==> src/rtl/estoque_rolhas.sv <==
// Cork-stock and production-count controller beside the bottling FSM.
// Tracks cork stock, requests refills from the feeder and counts bottles/boxes.
module estoque_rolhas #(
  parameter int unsigned CAPACITY   = 20,
  parameter int unsigned LOW_THRESH = 5,
  parameter int unsigned W          = 5,
  parameter int unsigned BOX_SIZE   = 12
) (
  input  logic         clk,
  input  logic         reset,
  input  logic         GP,
  input  logic         add_valid,
  output logic         add_ready,
  output logic         RO,
  output logic         req_abast,
  output logic [W-1:0] estoque,
  output logic [1:0]   estado,
  output logic [15:0]  total_garrafas,
  output logic         caixa_pronta,
  output logic         erro_consumo
);

  localparam int unsigned BW = (BOX_SIZE > 1) ? $clog2(BOX_SIZE) : 1;
  localparam logic [W-1:0]  CapW    = W'(CAPACITY);
  localparam logic [W-1:0]  LowW    = W'(LOW_THRESH);
  localparam logic [BW-1:0] BoxLast = BW'(BOX_SIZE - 1);

  typedef enum logic [1:0] {
    StNormal = 2'b00,
    StBaixo  = 2'b01,
    StVazio  = 2'b10,
    StAbast  = 2'b11
  } state_e;

  state_e          estado_q, estado_d;
  logic            gp_q;
  logic [W-1:0]    estoque_q, estoque_d;
  logic [15:0]     total_q, total_d;
  logic [BW-1:0]   box_q, box_d;
  logic            caixa_q, caixa_d;
  logic            erro_q, erro_d;
  logic            cons, add;

  assign cons      = GP & ~gp_q;
  assign add_ready = (estoque_q != CapW) && (estado_q != StNormal);
  assign add       = add_valid & add_ready;

  // Stock update and error flag; a simultaneous consume and add cancel out.
  always_comb begin
    estoque_d = estoque_q;
    erro_d    = erro_q;
    if (add && !cons) begin
      estoque_d = estoque_q + W'(1);
    end else if (cons && !add) begin
      if (estoque_q != '0) begin
        estoque_d = estoque_q - W'(1);
      end else begin
        erro_d = 1'b1;
      end
    end
  end

  always_comb begin
    total_d = total_q;
    box_d   = box_q;
    caixa_d = 1'b0;
    if (cons) begin
      total_d = total_q + 16'd1;
      if (box_q == BoxLast) begin
        box_d   = '0;
        caixa_d = 1'b1;
      end else begin
        box_d = box_q + BW'(1);
      end
    end
  end

  // Transitions look at the next stock value so state and stock move together.
  always_comb begin
    estado_d = estado_q;
    unique case (estado_q)
      StNormal: begin
        if (estoque_d == '0) begin
          estado_d = StVazio;
        end else if (estoque_d <= LowW) begin
          estado_d = StBaixo;
        end
      end
      StBaixo: begin
        if (add) begin
          estado_d = (estoque_d == CapW) ? StNormal : StAbast;
        end else if (estoque_d == '0) begin
          estado_d = StVazio;
        end
      end
      StVazio: begin
        if (add) begin
          estado_d = (estoque_d == CapW) ? StNormal : StAbast;
        end
      end
      StAbast: begin
        if (estoque_d == CapW) begin
          estado_d = StNormal;
        end
      end
      default: estado_d = StNormal;
    endcase
  end

  always_ff @(posedge clk or negedge reset) begin
    if (!reset) begin
      estado_q  <= StNormal;
      gp_q      <= 1'b0;
      estoque_q <= CapW;
      total_q   <= '0;
      box_q     <= '0;
      caixa_q   <= 1'b0;
      erro_q    <= 1'b0;
    end else begin
      estado_q  <= estado_d;
      gp_q      <= GP;
      estoque_q <= estoque_d;
      total_q   <= total_d;
      box_q     <= box_d;
      caixa_q   <= caixa_d;
      erro_q    <= erro_d;
    end
  end

  assign estoque        = estoque_q;
  assign estado         = estado_q;
  assign total_garrafas = total_q;
  assign caixa_pronta   = caixa_q;
  assign erro_consumo   = erro_q;
  assign RO             = (estoque_q != '0);
  assign req_abast      = (estado_q != StNormal);

endmodule

==> config.mk <==
export PLATFORM = sky130hd
export DESIGN_NAME = estoque_rolhas
export DESIGN_NICKNAME = d
export VERILOG_FILES = /design/src/rtl/estoque_rolhas.sv
export SDC_FILE = /design/constraint.sdc
export NUM_CORES = 1
export LEC_CHECK = 0
export CAP_MARGIN = 10
export CORE_UTILIZATION = 50
export DETAILED_ROUTE_END_ITERATION = 7
export PLACE_DENSITY = 0.89
export SYNTH_ARGS = -nofsm -noshare
export SYNTH_HDL_FRONTEND = slang
export SYNTH_SLANG_ARGS = --single-unit
==> constraint.sdc <==
create_clock -name clk -period 7.31 [get_ports clk]
set_input_delay 2.193 -clock clk [delete_from_list [all_inputs] [get_ports clk]]
set_output_delay 2.193 -clock clk [all_outputs]
set_load 0.02 [all_outputs]
# [After elaboration in Yosys (flattened, before gate mapping)]
# Index checks and enable logic that the tools add are counted.
[totals] ff_bits=30
[op_classes] eq_ne=10 mux=14 n_lt_le_gt_ge=1 n_reduce_logical=11 bitwise=5 n_addsub=4
[op_table] op="$add 16x1->16 const B" n=1
[op_table] op="$mux 5" n=3
[op_table] op="$mux 2" n=7
[op_table] op="$pmux 2 s4" n=1
[op_table] op="$ne 3x3->1 const B" n=2
[op_table] op="$add 5x1->5 const B" n=1
[op_table] op="$eq 5x5->1 const B" n=1
[op_table] op="$le 5x3->1 const B" n=1
[op_table] op="$logic_not 5->1" n=1
[op_table] op="$ne 5x5->1 const B" n=1
[op_table] op="$reduce_bool 5->1" n=1
[op_table] op="$sub 5x1->5 const B" n=1
[op_table] op="$add 4x1->4 const B" n=1
[op_table] op="$eq 2x2->1 const B" n=2
[op_table] op="$eq 4x4->1 const B" n=1
[op_table] op="$mux 4" n=1
[op_table] op="$ne 2x2->1 const B" n=2
[op_table] op="$reduce_and 4->1" n=1
[op_table] op="$logic_and 1x1->1" n=3
[op_table] op="$not 1->1" n=3
[op_table] op="$reduce_and 3->1" n=1
[op_table] op="$and 1x1->1" n=2
[op_table] op="$eq 2x1->1 const B" n=1
[op_table] op="$logic_not 1->1" n=2
[op_table] op="3 further kinds" n=4

# [Logic depth before layout (Yosys ltp)]
[depth] ltp_word=11 depth_mapped=10 depth_no_buf=9

# [Least setup slack after synthesis]
# Ideal clock, no wire load.
[synth_path] kind="input-to-reg" startpoint="input port GP" endpoint="register estado_q[1] (netlist: estado[1])" setup_time_ps=126 arrival_ps=3684 path_slack_ps=3500 n_path_buf=1 stages=7 path_cell_list="nand2b_1 > clkbuf_1 > or4b_1 > o211ai_1 > o211ai_1 > a31o_1 > o311a_1"
[synth_between] elab_chain_len=8 word_cells_on_any_way=18 cone_classes="order compare: 1; eq/ne: 4; mux: 7; bitwise: 1; reduce/logical: 5"
[synth_rtl] item="from (decl)" line_no="11" rtl="input logic GP,"
[synth_rtl] item="$and 1x1->1 (*)" line_no="44" rtl="assign cons = GP & ~gp_q;"
[synth_rtl] item="$logic_and 1x1->1 or $logic_not 1->1 (tied branches)" line_no="54, 52"
[synth_rtl] item="$mux 5 or $logic_and 1x1->1 (tied branches)" line_no="54, 52"
[synth_rtl] item="$mux 5 (*)" line_no="52" rtl="if (add && !cons) begin"
[synth_rtl] item="named net estoque_d[3]" line_no="37" rtl="logic [W-1:0] estoque_q, estoque_d;"
[synth_rtl] item="branches (longest 4 deep; another with $le 5x3->1)"
[synth_rtl] item="to (signal assigned)" line_no="112" rtl="estado_q <= StNormal;"
[synth_rtl] item="to (signal assigned)" line_no="120" rtl="estado_q <= estado_d;"
[synth_rtl] item="to (decl)" line_no="35" rtl="state_e estado_q, estado_d;"
# Mark *: on every way through the listed nets, which the timed path passes. The select of a mux whose other input is x is not followed.
# A chain may end at the register's enable or synchronous reset.

# [Final worst setup path]
[layout_path] startpoint="register estoque_q[0] (netlist: estoque[0])" endpoint="output port RO"
[layout_between] elab_chain_len=1
[layout_rtl] item="from (decl)" line_no="37"
[layout_rtl] item="from (signal assigned)" line_no="114" rtl="estoque_q <= CapW;"
[layout_rtl] item="from (signal assigned)" line_no="122" rtl="estoque_q <= estoque_d;"
[layout_rtl] item="$reduce_bool 5->1" line_no="135" rtl="assign RO = (estoque_q != '0);"
[layout_rtl] item="to (decl)" line_no="14" rtl="output logic RO,"
# No other way between the ends.

==> impl_metrics.prom <==
# TYPE chip_impl_metric gauge
chip_impl_metric{name="rows",unit=""} 19
chip_impl_metric{name="filler_free_cell_count_of_the_finished_design",unit=""} 219
chip_impl_metric{name="fill_cells",unit=""} 235
chip_impl_metric{name="max_cap_violations",unit=""} 0
chip_impl_info{name="r2r-start",value="estoque[0]"} 1
chip_impl_metric{name="timing.final.setup_violations",unit=""} 0
chip_impl_metric{name="finalNetCount",unit=""} 196
chip_impl_info{name="timing.hold.worst.start",value="erro_consumo"} 1
chip_impl_metric{name="timing.final.crit_share",unit="%"} 60.9
chip_impl_info{name="cts_tree",value="done"} 1
chip_impl_metric{name="synth-warning-count",unit=""} 0
chip_impl_metric{name="area_of_combinational_cells_with_multiple_inputs",unit="sq um"} 744
chip_impl_metric{name="max_slew.worst_pin.slew",unit="ps"} 989
chip_impl_info{name="run_status",value="finished, violations left"} 1
chip_impl_metric{name="antenna_found_initial",unit=""} 0
chip_impl_metric{name="total_leakage_power",unit="nW"} 0.825
chip_impl_metric{name="insertion_delay",unit="ps"} 330
chip_impl_metric{name="cts_sinks",unit=""} 30
chip_impl_info{name="root_buffer",value="sky130_fd_sc_hd__clkbuf_4"} 1
chip_impl_metric{name="yosysUniqueCellTypes",unit=""} 39
chip_impl_metric{name="cts-buffers-inserted",unit=""} 5
chip_impl_metric{name="wirelength",unit="um"} 3150
chip_impl_metric{name="core-area",unit="sq mm"} 0.00283
chip_impl_metric{name="worst-endpoint-arrival",unit="ps"} 2260
chip_impl_metric{name="post_route_cells_drive_above_1_share",unit="%"} 7.45
chip_impl_metric{name="ir_worst_vdd",unit="mV"} 0.173
chip_impl_metric{name="grt_use_total",unit="%"} 22.1
chip_impl_info{name="critical_path.startpoint",value="estoque[0]"} 1
chip_impl_metric{name="die_height",unit="um"} 57.6
chip_impl_metric{name="net_count_of_the_mapped_netlist",unit=""} 162
chip_impl_metric{name="worst_setup_hold_path_clk_slew",unit="ps"} 90
chip_impl_metric{name="fp.dieArea",unit="sq mm"} 0.00331
chip_impl_metric{name="synth-seq-cells",unit=""} 30
chip_impl_metric{name="totalNegativeSetupSlack",unit="ps"} 0
chip_impl_metric{name="grt_pass1_vias",unit=""} 1306
chip_impl_metric{name="maximum_number_of_pins_on_one_net_before_global_route_repair",unit=""} 31
chip_impl_metric{name="port-buffer-count",unit=""} 31
chip_impl_metric{name="syn2layout_area_growth",unit="%"} 24.7
chip_impl_metric{name="dpl_cell_area",unit="sq mm"} 0.00187
chip_impl_metric{name="dpl.cell_count",unit=""} 211
chip_impl_metric{name="timing.final.hold_violations",unit=""} 0
chip_impl_metric{name="cts_setup_buffers",unit=""} 0
chip_impl_metric{name="antenna-diode-count",unit=""} 0
chip_impl_metric{name="path_max_fanout",unit=""} 8
chip_impl_metric{name="synth_sequential_area_ratio",unit="%"} 48.8
chip_impl_metric{name="drt_first_iter_violations",unit=""} 45
chip_impl_info{name="crit_type",value="register to primary output"} 1
chip_impl_metric{name="start_util",unit="%"} 54.6
chip_impl_metric{name="dpl_worst_slack",unit="ps"} 2510
chip_impl_metric{name="post-dp-hpwl",unit="um"} 2300
chip_impl_metric{name="netlist_area_pre_place",unit="sq mm"} 0.00154
chip_impl_info{name="most_frequent_cells_in_the_layout",value="sky130_fd_sc_hd__clkdlybuf4s50_1 (31), sky130_fd_sc_hd__dfrtp_1 (28), sky130_fd_sc_hd__nand2_1 (21)"} 1
chip_impl_metric{name="register_area",unit="sq um"} 753
chip_impl_metric{name="ios",unit=""} 32
chip_impl_metric{name="vias_per_cell",unit=""} 5.76
chip_impl_metric{name="maxSlewHeadroom",unit="%"} 33.9
chip_impl_metric{name="design_area",unit="sq mm"} 0.00193
chip_impl_metric{name="wire_per_inst",unit="um"} 14.4
chip_impl_info{name="grt_setup_unrepaired",value="false"} 1
chip_impl_metric{name="timing.final.max_slew_violations",unit=""} 0
chip_impl_metric{name="power",unit="W"} 0.000672
chip_impl_metric{name="power_density",unit="mW/mm^2"} 349
chip_impl_metric{name="residual_overflow_from_global_routing",unit=""} 0
chip_impl_metric{name="ctsHtreeMaxLevel",unit=""} 2
chip_impl_metric{name="detail-route-antenna-nets",unit=""} 0
chip_impl_metric{name="final_critical_path_setup_slack",unit="ps"} 2860
chip_impl_info{name="cp-end-kind",value="primary output"} 1
chip_impl_metric{name="cts.repair.resized",unit=""} 0
chip_impl_metric{name="drtPass1Iterations",unit=""} 6
chip_impl_metric{name="clock_tree.buffer_depth",unit=""} 2
chip_impl_metric{name="drc_errors",unit=""} 2
chip_impl_metric{name="synthesis.area_per_instance",unit="sq um"} 10.1
chip_impl_metric{name="final_replace_weighted_congestion",unit=""} 0.855
chip_impl_metric{name="max_freq",unit="MHz"} 225
chip_impl_info{name="layout.cells.most_common",value="sky130_fd_sc_hd__clkdlybuf4s50_1"} 1
chip_impl_info{name="worstHoldPathType",value="register to register"} 1
chip_impl_metric{name="overall_via_count_from_detail_route",unit=""} 1261
chip_impl_metric{name="timing.final.crit_period",unit="ps"} 4450
chip_impl_metric{name="hold_bufs_at_cts",unit=""} 0
chip_impl_metric{name="fin_skew",unit="ps"} 6.30
chip_impl_info{name="critPathLaunchType",value="register"} 1
chip_impl_metric{name="grt_first_pass_wirelength",unit="um"} 5600
chip_impl_info{name="violated_checks",value="design-rule violations"} 1
chip_impl_metric{name="syn_inst",unit=""} 153
chip_impl_metric{name="worstPathRequired",unit="ps"} 5120
chip_impl_metric{name="die_width",unit="um"} 57.6
==> routing by layer <==
layer / global-route usage (%) / vias to the layer above / share of wire, %
li1: - / 605 / -
met1: 27.4 / 608 / 44
met2: 36.2 / 42 / 49
met3: 5.22 / 6 / 6.3
met4: 10.8 / 0 / 1.2
met5: 0 / - / 0
==> critical path, cell delays in order, from the launching register on <==
cell	delay, ps
sky130_fd_sc_hd__dfrtp_1	490
sky130_fd_sc_hd__inv_1	140
sky130_fd_sc_hd__ha_1	200
sky130_fd_sc_hd__or4b_4	540
sky130_fd_sc_hd__clkdlybuf4s50_1	570
==> kinds of logic (layout without fill, tap and decap cells) <==
family,count (synthesis),count (layout),synth area share [%]
xor+xnor,17,17,9.64
flops,30,30,48.8
buf+inv,8,43,3.00
simple gates,70,70,24.3
fa+ha+maj,5,5,4.05
compound gates,23,23,10.2
==> synthesized netlist by cell type (all sizes together) <==
master   instances  area, sq um
nor2            12         47.6
or2              1         6.26
nand4b           2         17.5
and3             4         25.0
a21oi            4         20.0
or4b             2         23.8
o21ai            5         25.0
and2             4         25.0
or3              1         6.26
nor3b            1         7.51
nor2b            1         6.26
o22ai            1         6.26
o211ai           2         15.0
nand2b           3         18.8
clkbuf           2         7.51
o32ai            1         8.76
nand2           22         90.1
xor2             4         35.0
dfrtp           28          701
a22o             1         8.76
nand4            5         31.3
nor3             3         15.0
a2111oi          1         8.76
inv              3         11.3
nand3            5         25.0
a21o             3         22.5
o21a             2         15.0
dfstp            2         52.6
a31o             2         17.5
buf              3         27.5
ha               5         62.6
or4              4         30.0
xnor2           13          114
o311a            1         10.0
==> where the power goes <==
| part | total (W) | leakage [nW] | internal [W] | switching, W |
|---|---|---|---|---|
| registers | 0.000282 | 0.375 | 0.000216 | 0.0000654 |
| clock network | 0.000102 | 0.0353 | 0.0000465 | 0.0000559 |
| logic | 0.000288 | 0.415 | 0.000139 | 0.000149 |
==> registers in the layout, summed over array words and instances (netlist names) <==
name	cells
estado	2
total_garrafas	16
box_q	4
gp_q	1
estoque	5
caixa_pronta	1
erro_consumo	1
==> per-stage QoR <==
step                      utilization (%)  hold WS (ps)
after CTS                            68.1           478
after global placement               65.9           441
after floorplan                         -           472
final                                68.1           481
after global routing                 68.1           500
after detailed placement             65.9           453
==> final cells by class <==
class	count	share of cell area, %
clock buffers	7	2.86
repair buffers	32	16.5
clock inverters	1	0.260
flip-flops and latches	30	39.1
well taps	31	2.01
inverters	3	0.585
multi-input cells	115	38.7
==> worst paths after layout <==
kind / cells after the start / endpoint / slack, ps
worst max-delay path: 4 / RO / 2860
worst min-delay path: 1 / erro_consumo / 480
worst max register to register: 8 / estado[1] / 4720
worst min register to register: 1 / erro_consumo / 480
max in group asynchronous: 2 / estoque[2] / 4750
min in group asynchronous: 2 / total_garrafas[12] / 2240
No activity file was read; power rests on OpenSTA's default activity.
